===== src/rtl/tile_sdram_arbiter.sv =====
// tile_sdram_arbiter
//   Shares one toggle-handshake SDRAM read port among NUM_REQ tilemap-layer
//   fetchers. Grants round-robin, keeps one SDRAM request in flight, and
//   returns the addressed 32-bit half of the 64-bit SDRAM word.
//
// Ports
//   CLK_32M   system clock, rising edge
//   reset     synchronous, active-high
//   req       level request per requester
//   req_addr  flattened 32-bit-word addresses, requester i at [i*ADDR_W +: ADDR_W]
//   rdy       one-cycle completion pulse per requester
//   rdata     flattened read data, requester i at [i*32 +: 32], valid with rdy[i]
//   sdr_addr  SDRAM 16-bit-word address (bits [24:1] of the byte address)
//   sdr_req   toggles once per issued SDRAM request
//   sdr_rdy   request complete when sdr_rdy == sdr_req
//   sdr_data  SDRAM read data, valid when sdr_rdy == sdr_req
//
// Handshakes
//   Upstream: requester i holds req[i] and its address until rdy[i] pulses.
//   Downstream: a request is outstanding while sdr_req != sdr_rdy; it is
//   complete (and sdr_data valid) once the two levels are equal again.
//
// Build option
//   TILE_SDRAM_ARB_CACHE_EN: adds one 64-bit line buffer per requester so a
//   read that falls in the last fetched line is served without SDRAM traffic.
module tile_sdram_arbiter #(
  parameter int          NUM_REQ   = 2,
  parameter int          ADDR_W    = 20,
  parameter logic [23:0] BASE_ADDR = 24'h000000
) (
  input  logic                      CLK_32M,
  input  logic                      reset,
  input  logic [NUM_REQ-1:0]        req,
  input  logic [NUM_REQ*ADDR_W-1:0] req_addr,
  output logic [NUM_REQ-1:0]        rdy,
  output logic [NUM_REQ*32-1:0]     rdata,
  output logic [23:0]               sdr_addr,
  output logic                      sdr_req,
  input  logic                      sdr_rdy,
  input  logic [63:0]               sdr_data
);

  localparam logic [1:0] ST_DRAIN = 2'd0;
  localparam logic [1:0] ST_IDLE  = 2'd1;
  localparam logic [1:0] ST_WAIT  = 2'd2;
  localparam logic [1:0] ST_DONE  = 2'd3;
  localparam logic [1:0] LAST_REQ = 2'(NUM_REQ - 1);

  logic [1:0]            state_q, state_d;
  logic [1:0]            rr_ptr_q, rr_ptr_d;
  logic [1:0]            winner_q, winner_d;
  logic                  half_q, half_d;
  logic [23:0]           sdr_addr_q, sdr_addr_d;
  logic                  sdr_req_q, sdr_req_d;
  logic [NUM_REQ-1:0]    rdy_q, rdy_d;
  logic [NUM_REQ*32-1:0] rdata_q, rdata_d;

  logic                  sdr_match;
  logic [3:0]            req_ext;
  logic                  any_req;
  logic [1:0]            pick;
  logic [1:0]            idx;
  logic [ADDR_W-1:0]     pick_addr;
  logic                  hit;
  logic [31:0]           hit_word;

  assign sdr_match = (sdr_rdy == sdr_req_q);

  // Round-robin search: walk k = NUM_REQ..1 so the last hit written is the
  // requester closest after rr_ptr, i.e. the first active one in search order.
  always_comb begin
    req_ext = 4'b0000;
    req_ext[NUM_REQ-1:0] = req;
    any_req = 1'b0;
    pick    = 2'd0;
    idx     = 2'd0;
    for (int k = NUM_REQ; k >= 1; k--) begin
      idx = 2'((32'(rr_ptr_q) + k) % NUM_REQ);
      if (req_ext[idx]) begin
        any_req = 1'b1;
        pick    = idx;
      end
    end
    pick_addr = req_addr[32'(pick)*ADDR_W +: ADDR_W];
  end

`ifdef TILE_SDRAM_ARB_CACHE_EN
  logic [63:0]       line_q [4];
  logic [ADDR_W-2:0] tag_q  [4];
  logic [3:0]        vld_q;
  logic [ADDR_W-2:0] ftag_q;

  always_comb begin
    hit      = vld_q[pick] && (tag_q[pick] == pick_addr[ADDR_W-1:1]);
    hit_word = pick_addr[0] ? line_q[pick][63:32] : line_q[pick][31:0];
  end

  // Line data and tags need no reset: nothing reads them while valid is clear.
  always_ff @(posedge CLK_32M) begin
    if (state_q == ST_IDLE && any_req) ftag_q <= pick_addr[ADDR_W-1:1];
    if (!reset && state_q == ST_WAIT && sdr_match) begin
      line_q[winner_q] <= sdr_data;
      tag_q[winner_q]  <= ftag_q;
    end
  end

  always_ff @(posedge CLK_32M) begin
    if (reset) begin
      vld_q <= 4'b0000;
    end else if (state_q == ST_WAIT && sdr_match) begin
      vld_q[winner_q] <= 1'b1;
    end
  end
`else
  always_comb begin
    hit      = 1'b0;
    hit_word = 32'h0;
  end
`endif

  always_comb begin
    state_d    = state_q;
    rr_ptr_d   = rr_ptr_q;
    winner_d   = winner_q;
    half_d     = half_q;
    sdr_addr_d = sdr_addr_q;
    sdr_req_d  = sdr_req_q;
    rdy_d      = '0;
    rdata_d    = rdata_q;
    case (state_q)
      // Swallow any completion still owed from before reset.
      ST_DRAIN: if (sdr_match) state_d = ST_IDLE;
      ST_IDLE: begin
        if (any_req) begin
          if (hit) begin
            // Buffer hit: no SDRAM traffic and no change to fairness order.
            rdy_d                          = NUM_REQ'(4'b0001 << pick);
            rdata_d[32'(pick)*32 +: 32]    = hit_word;
            state_d                        = ST_DONE;
          end else begin
            winner_d   = pick;
            half_d     = pick_addr[0];
            sdr_addr_d = BASE_ADDR + 24'({pick_addr, 1'b0});
            sdr_req_d  = ~sdr_req_q;
            rr_ptr_d   = pick;
            state_d    = ST_WAIT;
          end
        end
      end
      ST_WAIT: begin
        if (sdr_match) begin
          rdy_d                           = NUM_REQ'(4'b0001 << winner_q);
          rdata_d[32'(winner_q)*32 +: 32] = half_q ? sdr_data[63:32] : sdr_data[31:0];
          state_d                         = ST_DONE;
        end
      end
      // Bubble so the served requester can drop or change its request.
      default: state_d = ST_IDLE;
    endcase
  end

  always_ff @(posedge CLK_32M) begin
    if (reset) begin
      state_q    <= ST_DRAIN;
      rr_ptr_q   <= LAST_REQ;
      winner_q   <= 2'd0;
      half_q     <= 1'b0;
      sdr_addr_q <= 24'h0;
      rdy_q      <= '0;
      rdata_q    <= '0;
    end else begin
      state_q    <= state_d;
      rr_ptr_q   <= rr_ptr_d;
      winner_q   <= winner_d;
      half_q     <= half_d;
      sdr_addr_q <= sdr_addr_d;
      rdy_q      <= rdy_d;
      rdata_q    <= rdata_d;
    end
  end

  // sdr_req is a toggle level shared with the SDRAM controller; forcing it in
  // reset would fake a request, so it only ever changes on a real grant.
  always_ff @(posedge CLK_32M) begin
    if (!reset) sdr_req_q <= sdr_req_d;
  end

  assign rdy      = rdy_q;
  assign rdata    = rdata_q;
  assign sdr_addr = sdr_addr_q;
  assign sdr_req  = sdr_req_q;

endmodule

===== config.mk =====
export PLATFORM = sky130hd
export DESIGN_NAME = tile_sdram_arbiter
export DESIGN_NICKNAME = d
export VERILOG_FILES = /design/src/rtl/tile_sdram_arbiter.sv
export SDC_FILE = /design/constraint.sdc
export NUM_CORES = 1
export LEC_CHECK = 0
export ABC_CLOCK_PERIOD_IN_PS = 2650
export CAP_MARGIN = 20
export CORE_MARGIN = 3
export CORE_UTILIZATION = 45
export CTS_CLUSTER_DIAMETER = 150
export DETAILED_ROUTE_END_ITERATION = 16
export GPL_TIMING_DRIVEN = 0
export PLACE_DENSITY_LB_ADDON = 0.1
export SETUP_SLACK_MARGIN = 0.15
export SLEW_MARGIN = 20
export SYNTH_ARGS = -nofsm -noshare
export SYNTH_HDL_FRONTEND = slang
export SYNTH_SLANG_ARGS = --single-unit
export TNS_END_PERCENT = 50

===== constraint.sdc =====
create_clock -name CLK_32M -period 2.65 [get_ports CLK_32M]
set_clock_uncertainty 0.05 [all_clocks]
set_input_delay 0.265 -clock CLK_32M [delete_from_list [all_inputs] [get_ports CLK_32M]]
set_output_delay 0.265 -clock CLK_32M [all_outputs]
set_load 0.01 [all_outputs]

==> run metrics <==
status finished, final reports clean; Worst Hold Class in -> reg; final hold vios 0; root buffer cell clkbuf_8; chip width 103.4 um; GP Congestion 0.7411; Post-synth EDFFs 1; final period utilization between 60 and 70%; share of layout cells above drive strength 1 11.32%; CP Launch Point state_q[1]; DR WL/cell 15.34 um; total chip power 4.417 mW; Clk Latency, worst-skew pair 0.35 ns; Inserted Clock Buffers 9; CP Data Arrival Time roughly 1.8 ns; flops & latches, synth between 90 and 100; Synth area leader dfxtp_1; GRT Util Overall a little over a fifth; crit-path max FO 10; die area roughly 0.011 sq mm; Min-Delay Startpoint reset; share of the synthesized area in the top cell type 42.20%; Top Ports 200; Total Neg Setup Slack 0 ns; final worst slack 0.9618 ns; ANT nets after route 0; Die Span Y 103.4 um; # DRC 0; critical path class reg -> reg; DR vias approximately 3.8k; total setup buffers inserted after CTS 0; asr flop ratio synth 0%; FP Rows 34; CTS tree yes; initial cell density of the core 47.56%; clk buf depth 2; ys flop type dfxtp_1; share of the yosys chip area belonging to registers 42.91%; max cap viols 0; Congestion Overflow GR 0; synthesized area 0.004269 sq mm; Max Fclk 0.5923 GHz; # setup viols final 0; grt peak-use layer met2; DP Worst Slack 0.8161 ns; nets@finish 753; CP Capture Type register; gate count of the mapped netlist 432; Unique masters post-synth 29; Initial DRC Count 76; Max IR drop VDD 0.0004481 V; Post-CTS Resized 0; synth top area cells dfxtp_1 42%, mux2i_1 23%, nand2b_1 9.7%, a311oi_1 4.1%, or2_2 4.1%; Detailed Routing Iterations Pass 1 4; synthesized area per cell between 9 and 10 sq um; cts hold-fix bufs 0; first-pass GRT wire length 18220 um; min Tclk post-route ~1.7 ns; grt met1 use 25.23%; LEAKAGE between 2 and 3 nW; pins over their slew limit 0; CTS Sinks a little over 90; M3 GR Usage a little over 6%; antenna diode count 0; Core Region ~0.009 sq mm; DP HPWL 9092 um; Synth Warn # 0; RSZ-0062 raised after global routing false; post-DR vias/cell 4.904; IO buf count 194; area delta synth->final 55.33%; CP Data Required Time 2.80 ns; GRT met2 Usage just under 40%; Cell Pwr Density 666.1 mW/mm^2; RR Startpoint state_q[1]; final wirelength 11830 um; largest net degree at the start of global routing 15; htree depth 3; initial antenna violation count 0; Clock Pin Slew Worst Setup and Hold Paths 0.08 ns; WHS 0.3125 ns; startpoint types register; vias in the first global route around 3.8k
[cell families (layout without fill, tap and decap cells)]
group | Yosys count | count (layout) | share of synthesized area [%]
xor gates and xnor gates | 1 | 1 | 0.3811
and+or+nand+nor | 169 | 169 | 20.90
adders and majority gates | 4 | 4 | 1.172
DFF | 91 | 91 | 42.91
other | 1 | 4 | 0.08784
muxes | 98 | 98 | 23.01
AOI/OAI and AO/OA | 28 | 28 | 5.539
buffers and inverters | 40 | 250 | 6.008
[cell usage after synthesis, drive strengths merged (3+ instances only)]
library cell and count:
inv 3, nand2b 66, dfxtp 90, or2 33
buf 26, a311oi 20, nand2 40, nor2 28
clkbuf 11, mux2i 97, ha 4
[where the power goes]
| part | internal, mW | switching [mW] |
|---|---|---|
| sequential | 1.56 | 0.105 |
| combinational | 0.875 | 0.714 |
| clock | 0.684 | 0.481 |
| total | 3.12 | 1.30 |
[placed cells by master, fill, tap and decap left out, drive strengths merged, types with 20 or more instances in the layout]
master and count:
dfxtp 90, nand2b 66, nor2 28, or2 33, mux2i 97, clkbuf 23
clkdlybuf4s50 194, nand2 40, buf 26, a311oi 20
[cell type report]
class	instances	area (sq um)
Buffer	37	245.2
Clock buffer	12	156.4
Clock inverter	4	95.09
Fill cell	698	2345
Inverter	3	11.26
Multi-Input combinational cell	304	2192
Sequential cell	91	1832
Tap cell	126	157.7
Timing Repair Buffer	194	1942
[path summary, 6_finish.rpt]
path,end,slack (ns),depth (start not counted)
min,rdata[26],0.31,3
max reg2reg,sdr_addr[12],0.96,5
min reg2reg,rdata[41],0.43,2
max,sdr_addr[12],0.96,5
[worst max-delay path, stage by stage (launching register included)]
cell and delay [ns]:
dfxtp_1 0.34, inv_1 0.11, ha_1 0.27, o21a_1 0.20, clkbuf_1 0.39, a311oi_1 0.18
[stage by stage]
| step | utilization [%] | instance area [sq um] | cells |
|---|---|---|---|
| final | 73.88 | 6631 | 771 |
| after global routing | 73.88 | 6631 | 771 |
| after CTS | 73.88 | 6631 | 771 |
| after detailed placement | 71.08 | 6380 | 755 |
| after global placement | 71.08 | 6380 | 755 |
| after floorplan | - | 4280 | 435 |
[metal layers]
metal	part of all wire, %	up-vias	routed length, um
li1	-	1857	-
met1	41	1769	4805
met2	50	138	5904
met3	8.0	17	951
met4	1.4	0	165
met5	0	-	0
[sequential cells by signal (all words and copies together) (netlist names)]
signal / flops
rr_ptr_q: 1
sdr_addr: 20
winner_q: 1
rdata: 64
rdy: 2
state_q: 2
sdr_req: 1
Note: power is estimated with default switching activity, not from simulation.
==> variant 1, RTL diff (config.mk and constraints unchanged) <==
Add a define of `TILE_SDRAM_ARB_CACHE_EN`.
--- a/src/rtl/tile_sdram_arbiter.sv
+++ b/src/rtl/tile_sdram_arbiter.sv
@@ -23,6 +23,8 @@
 // Build option
 //   TILE_SDRAM_ARB_CACHE_EN: adds one 64-bit line buffer per requester so a
 //   read that falls in the last fetched line is served without SDRAM traffic.
+`define TILE_SDRAM_ARB_CACHE_EN
+
 module tile_sdram_arbiter #(
   parameter int          NUM_REQ   = 2,
   parameter int          ADDR_W    = 20,
Check against the original RTL: no difference found for any inputs over 4 cycles, from zero or initial values and one cycle with reset high; that may be too few to reach the edited logic, so the function may still have changed.
==> variant 1 against the unedited design <==
- global-route usage is 1.8 points higher
- clock power grew to 3.7 times the old value
- non-clock buffer count is 77 higher
- sequential cell count is 187 higher
- first-iteration DRC count grew to 10 times the old value
- worst hold slack worse by 27 ps
- synthesized area grew to 2.9 times the old value
- wire length grew to 3.0 times the old value
- worst setup slack worse by 780 ps
- power grew to 3.1 times the old value
- maximum frequency is 32% lower
- design area is 150% higher
- critical endpoint is now line_q[1][47]
- largest cell class is now registers
- largest power group unchanged
- highest routed layer is now met5
==> variant 1: results (changes against the unedited design) <==
set qor(synth-edff-count) 186 ;# +185
set qor(grt_max_degree) 24 ;# +9
set qor(nets) 1414 ;# +88%
set qor(max_stage_delay_ps) 670 ;# +280 ps
set qor(clock_latency_on_the_worst_skew_pair_ps) 540 ;# +190 ps
set qor(dp.cells) 1594 ;# +110%
set qor(htree_levels) 1 ;# -2
set qor(use_met1) 0.3346 ;# +0.08230
set qor(synth_seq_area_share) 0.6019 ;# +0.1728
set qor(drtIter0Drc) 763 ;# +900%
set qor(largest_register_ff_count) 128 ;# +100%
set qor(cts.reportedPaths.clkPinSlew_ps) 60 ;# -20 ps
set qor(muxShareOfSynthArea) 0.08122 ;# -0.1488
set qor(gr-usage-met3) 0.03080 ;# -0.03024
set qor(synth.top_cells.by_count) {sky130_fd_sc_hd__edfxtp_1, sky130_fd_sc_hd__nand2_1, sky130_fd_sc_hd__mux2i_1, sky130_fd_sc_hd__dfxtp_1, sky130_fd_sc_hd__a21oi_1}
set qor(globalRouteTotalUtil) 0.2368 ;# +0.01803
set qor(placedInstanceArea_sq_um) 15010 ;# +140%
set qor(grtUsageMet2) 0.3870 ;# -0.004697
set qor(root_buffer) {sky130_fd_sc_hd__clkbuf_16}
set qor(synthDistinctLibCells) 55 ;# +90%
set qor(clk_path_buf_depth) 3 ;# +1
set qor(cts_buffers) 29 ;# +20
set qor(layout-drive-gt1-share) 0.1216 ;# +0.008423
set qor(worst-path-max-fanout) 16 ;# +6
set qor(power.static_leakage_nw) 5.943 ;# +110%
set qor(fraction_of_synthesized_cell_area_in_xor_and_xnor_cells) 0.02058 ;# +0.01677
set qor(run_status) {finished clean}
set qor(vdd.ir_drop.worst_mv) 0.4634 ;# +3.4%
-- variant 1: changes by cell type after synthesis, sizes merged, moves of 37 or more --
cell,unedited run,this run
edfxtp,1,186
nand2b,66,6
a21oi,1,69
nand2,40,168
clkbuf,11,48
a31oi,1,39
-- variant 1: final timing paths --
path / from / to / slack, ps / cells after the start
worst max-delay path: sdr_req / line_q[1][47] / 180 / 5
worst min-delay path: sdr_data[28] / line_q[0][28] / 290 / 1
worst max register to register: sdr_req / line_q[1][47] / 180 / 5
worst min register to register: ftag_q[15] / tag_q[0][15] / 390 / 0
-- variant 1: power breakdown --
group / internal, W / leakage [nW] / switching (W)
registers: 0.00517 / 2.43 / 0.000296
logic: 0.00170 / 3.02 / 0.00220
clock network: 0.00270 / 0.498 / 0.00165
total: 0.00957 / 5.94 / 0.00415
-- variant 1: layout make-up --
cell class	count	area [sq um]
diodes	2	5.005
repair buffers	219	2285
multi-input cells	669	4641
clock buffers	36	762.0
flip-flops and latches	278	7430
inverters	16	60.06
well taps	335	419.2
clock inverters	17	254.0
fillers	2155	10150
plain buffers	89	498.0
-- variant 1: through the flow --
stage	hold WS, ps	setup slack [ps]
global route	275.4	105.2
floorplan	313.9	-817.5
global placement	372.6	-2026
detailed placement	380.6	-939.2
finish	285.1	177.2
CTS	267.2	125.6
-- variant 1: metal layers --
| layer | up-vias | part of all wire | wire, um |
|---|---|---|---|
| met3 | 62 | 0.057 | 2034 |
| li1 | 4460 | - | - |
| met5 | - | 0.00025 | 9 |
| met4 | 2 | 0.026 | 931 |
| met1 | 4648 | 0.45 | 16100 |
| met2 | 377 | 0.47 | 16800 |
-- variant 1: what timing repair did --
action | CTS | global route
resized for setup | 15 | 43
pin swaps | 3 | 6
setup endpoints to repair | 163 | 112
setup buffers | 4 | 8
gates cloned | 0 | 0
==> variant 2, RTL diff (config.mk and constraints unchanged) <==
Made on the original files. Take the reset off `rdata_q` and load it in a clocked block of its own.
--- a/src/rtl/tile_sdram_arbiter.sv
+++ b/src/rtl/tile_sdram_arbiter.sv
@@ -167,7 +167,6 @@
       half_q     <= 1'b0;
       sdr_addr_q <= 24'h0;
       rdy_q      <= '0;
-      rdata_q    <= '0;
     end else begin
       state_q    <= state_d;
       rr_ptr_q   <= rr_ptr_d;
@@ -175,8 +174,11 @@
       half_q     <= half_d;
       sdr_addr_q <= sdr_addr_d;
       rdy_q      <= rdy_d;
-      rdata_q    <= rdata_d;
     end
+  end
+
+  always_ff @(posedge CLK_32M) begin
+    rdata_q <= rdata_d;
   end
 
   // sdr_req is a toggle level shared with the SDRAM controller; forcing it in
Behaviour: differs if reset is asserted again (counterexample within 4 cycles, from zero or initial values and one cycle with reset high); with reset held inactive, the same outputs for 4 cycles.
==> variant 2 against the unedited design <==
- design area decreased by 3.7%
- wire length decreased by 9.7%
- synthesized area decreased by 6.0%
- first-iteration DRC count increased by 1.3%
- worst setup slack got worse by 290 ps
- sequential cell count unchanged
- power increased by 0.66%
- utilization increased by 1.9 points
- critical path type unchanged
- critical endpoint is now rdata[25]
- highest routed layer unchanged
==> variant 2: results (changes against the unedited design) <==
set qor(run_status) {finished clean}
set qor(nets) 650 ;# -14%
set qor(synthDistinctLibCells) 28 ;# -3.4%
set qor(detail_route.wl_per_cell_um) 16.47 ;# +7.4%
set qor(dp_hpwl_um) 8297 ;# -8.7%
set qor(largest_register_ff_count) 64 ;# unchanged
set qor(synth-edff-count) 65 ;# +64
set qor(synthesis.instances) 327 ;# -24%
set qor(wl_um) 10670 ;# -9.7%
set qor(clk_path_buf_depth) 2 ;# unchanged
set qor(clock_latency_on_the_worst_skew_pair_ps) 340
set qor(synth.top_cells.by_count) {sky130_fd_sc_hd__edfxtp_1, sky130_fd_sc_hd__nor2_1, sky130_fd_sc_hd__nand2_1, sky130_fd_sc_hd__mux2i_1, sky130_fd_sc_hd__nor2b_1}
set qor(antenna_cells) 0 ;# unchanged
set qor(netSwitchingFraction) 0.3011 ;# +0.006619
set qor(synth_top_flop_cell) {sky130_fd_sc_hd__edfxtp_1}
set qor(postSynthRegisterBits) 91 ;# unchanged
set qor(htree_levels) 3 ;# unchanged
set qor(hold_start) {state_q[1]}
set qor(synth_warnings) 0 ;# unchanged
set qor(synth_seq_area_share) 0.6162 ;# +0.1871
set qor(globalplace.congestion) 0.7486 ;# +1.0%
set qor(grt_antenna_before_repair) 0 ;# unchanged
set qor(globalRouteTotalUtil) 0.2138 ;# -0.004979
set qor(cts_buffers) 9 ;# unchanged
set qor(async_flop_share) 0 ;# unchanged
set qor(fillerInstances) 611 ;# -12%
set qor(vdd.ir_drop.worst_mv) 0.4433 ;# -1.1%
set qor(setup.worst_path.start) {winner_q[0]}
set qor(cts-resized-gates) 0 ;# unchanged
set qor(vias_in_the_first_global_route) 3384 ;# -11%
set qor(cts.reportedPaths.clkPinSlew_ps) 80 ;# about the same
set qor(numPortBuffers) 195 ;# +0.52%
set qor(worst-path-max-fanout) 23 ;# +13
set qor(timing.max_slew.rel_slack) 0.5439
set qor(synth.top_cells.by_area) {sky130_fd_sc_hd__edfxtp_1, sky130_fd_sc_hd__dfxtp_1, sky130_fd_sc_hd__mux2i_1, sky130_fd_sc_hd__a311oi_2, sky130_fd_sc_hd__nor2_1}
set qor(dp.cells) 632 ;# -16%
set qor(drtIter0Drc) 77 ;# +1.3%
set qor(power.static_leakage_nw) 2.288 ;# -19%
set qor(vias) 3242 ;# -14%
set qor(drt_pre_antenna_iters) 4 ;# unchanged
set qor(root_buffer) {sky130_fd_sc_hd__clkbuf_8}
set qor(min_delay_path_depth) 2 ;# -1
set qor(cts_post_setup_buffers_inserted) 0 ;# unchanged
set qor(grt_max_degree) 25 ;# +10
set qor(min_path_type) {flip-flop to flip-flop}
set qor(ff2ff_path_depth) 4 ;# -1
set qor(grt_first_pass_wirelength_um) 16660 ;# -8.6%
set qor(layout-drive-gt1-share) 0.1105 ;# -0.002681
## variant 2: per-layer routing
metal  vias up  share of wire  GRT usage
met5         -              0          0
met4         0          0.014    0.06839
met3        11          0.094    0.06324
met2       147           0.53     0.3935
met1      1529           0.37     0.2348
li1       1555              -          -
## variant 2: worst paths after layout
path	end	slack, ps
worst max register to register	rdata[25]	670
worst min-delay path	state_q[1]	450
worst min register to register	state_q[1]	450
worst max-delay path	rdata[25]	670
## variant 2: cells by family after synthesis
logic type | after synthesis | share of synthesized area
AOI/OAI and AO/OA | 31 | 0.09542
xor gates and xnor gates | 1 | 0.002183
adders and majority gates | 3 | 0.009356
buffers and inverters | 30 | 0.04209
DFF | 91 | 0.6162
muxes | 33 | 0.08232
other | 1 | 0.0009346
and+or+nand+nor | 137 | 0.1515
## variant 2: worst max-delay path: stages, from the launching register on
cell	delay (ps)
sky130_fd_sc_hd__dfxtp_1	390
sky130_fd_sc_hd__clkbuf_1	350
sky130_fd_sc_hd__clkbuf_1	520
sky130_fd_sc_hd__nor2_4	200
sky130_fd_sc_hd__buf_16	220
## variant 2: per-stage QoR
stage	total power [W]	utilization	setup TNS [ps]	cell area, sq um	setup slack (ps)
floorplan	0.002797	-	0	4026	478.4
finish	0.004446	0.7580	0	6385	667.5
CTS	0.004488	0.7580	0	6385	626.6
global placement	0.003435	0.7253	-9436	6110	-228.0
global route	0.004700	0.7580	0	6385	476.4
detailed placement	0.003508	0.7326	0	6171	483.1
## variant 2: power by group through the flow
stage / Clock, W / Sequential, W / Combinational [W]
global placement: 0 / 0.00188 / 0.00156
detailed placement: 0 / 0.00188 / 0.00163
finish: 0.000987 / 0.00185 / 0.00161
CTS: 0.00100 / 0.00185 / 0.00163
floorplan: 0 / 0.00195 / 0.000844
global route: 0.00106 / 0.00187 / 0.00177
## variant 2: layout make-up
class	count	area, sq um	area share
clock inverters	3	43.79	0.006859
multi-input cells	209	1391	0.2179
inverters	3	11.26	0.001764
repair buffers	197	2007	0.3143
well taps	105	131.4	0.02058
flip-flops and latches	91	2472	0.3872
plain buffers	27	157.7	0.02469
clock buffers	13	170.2	0.02665
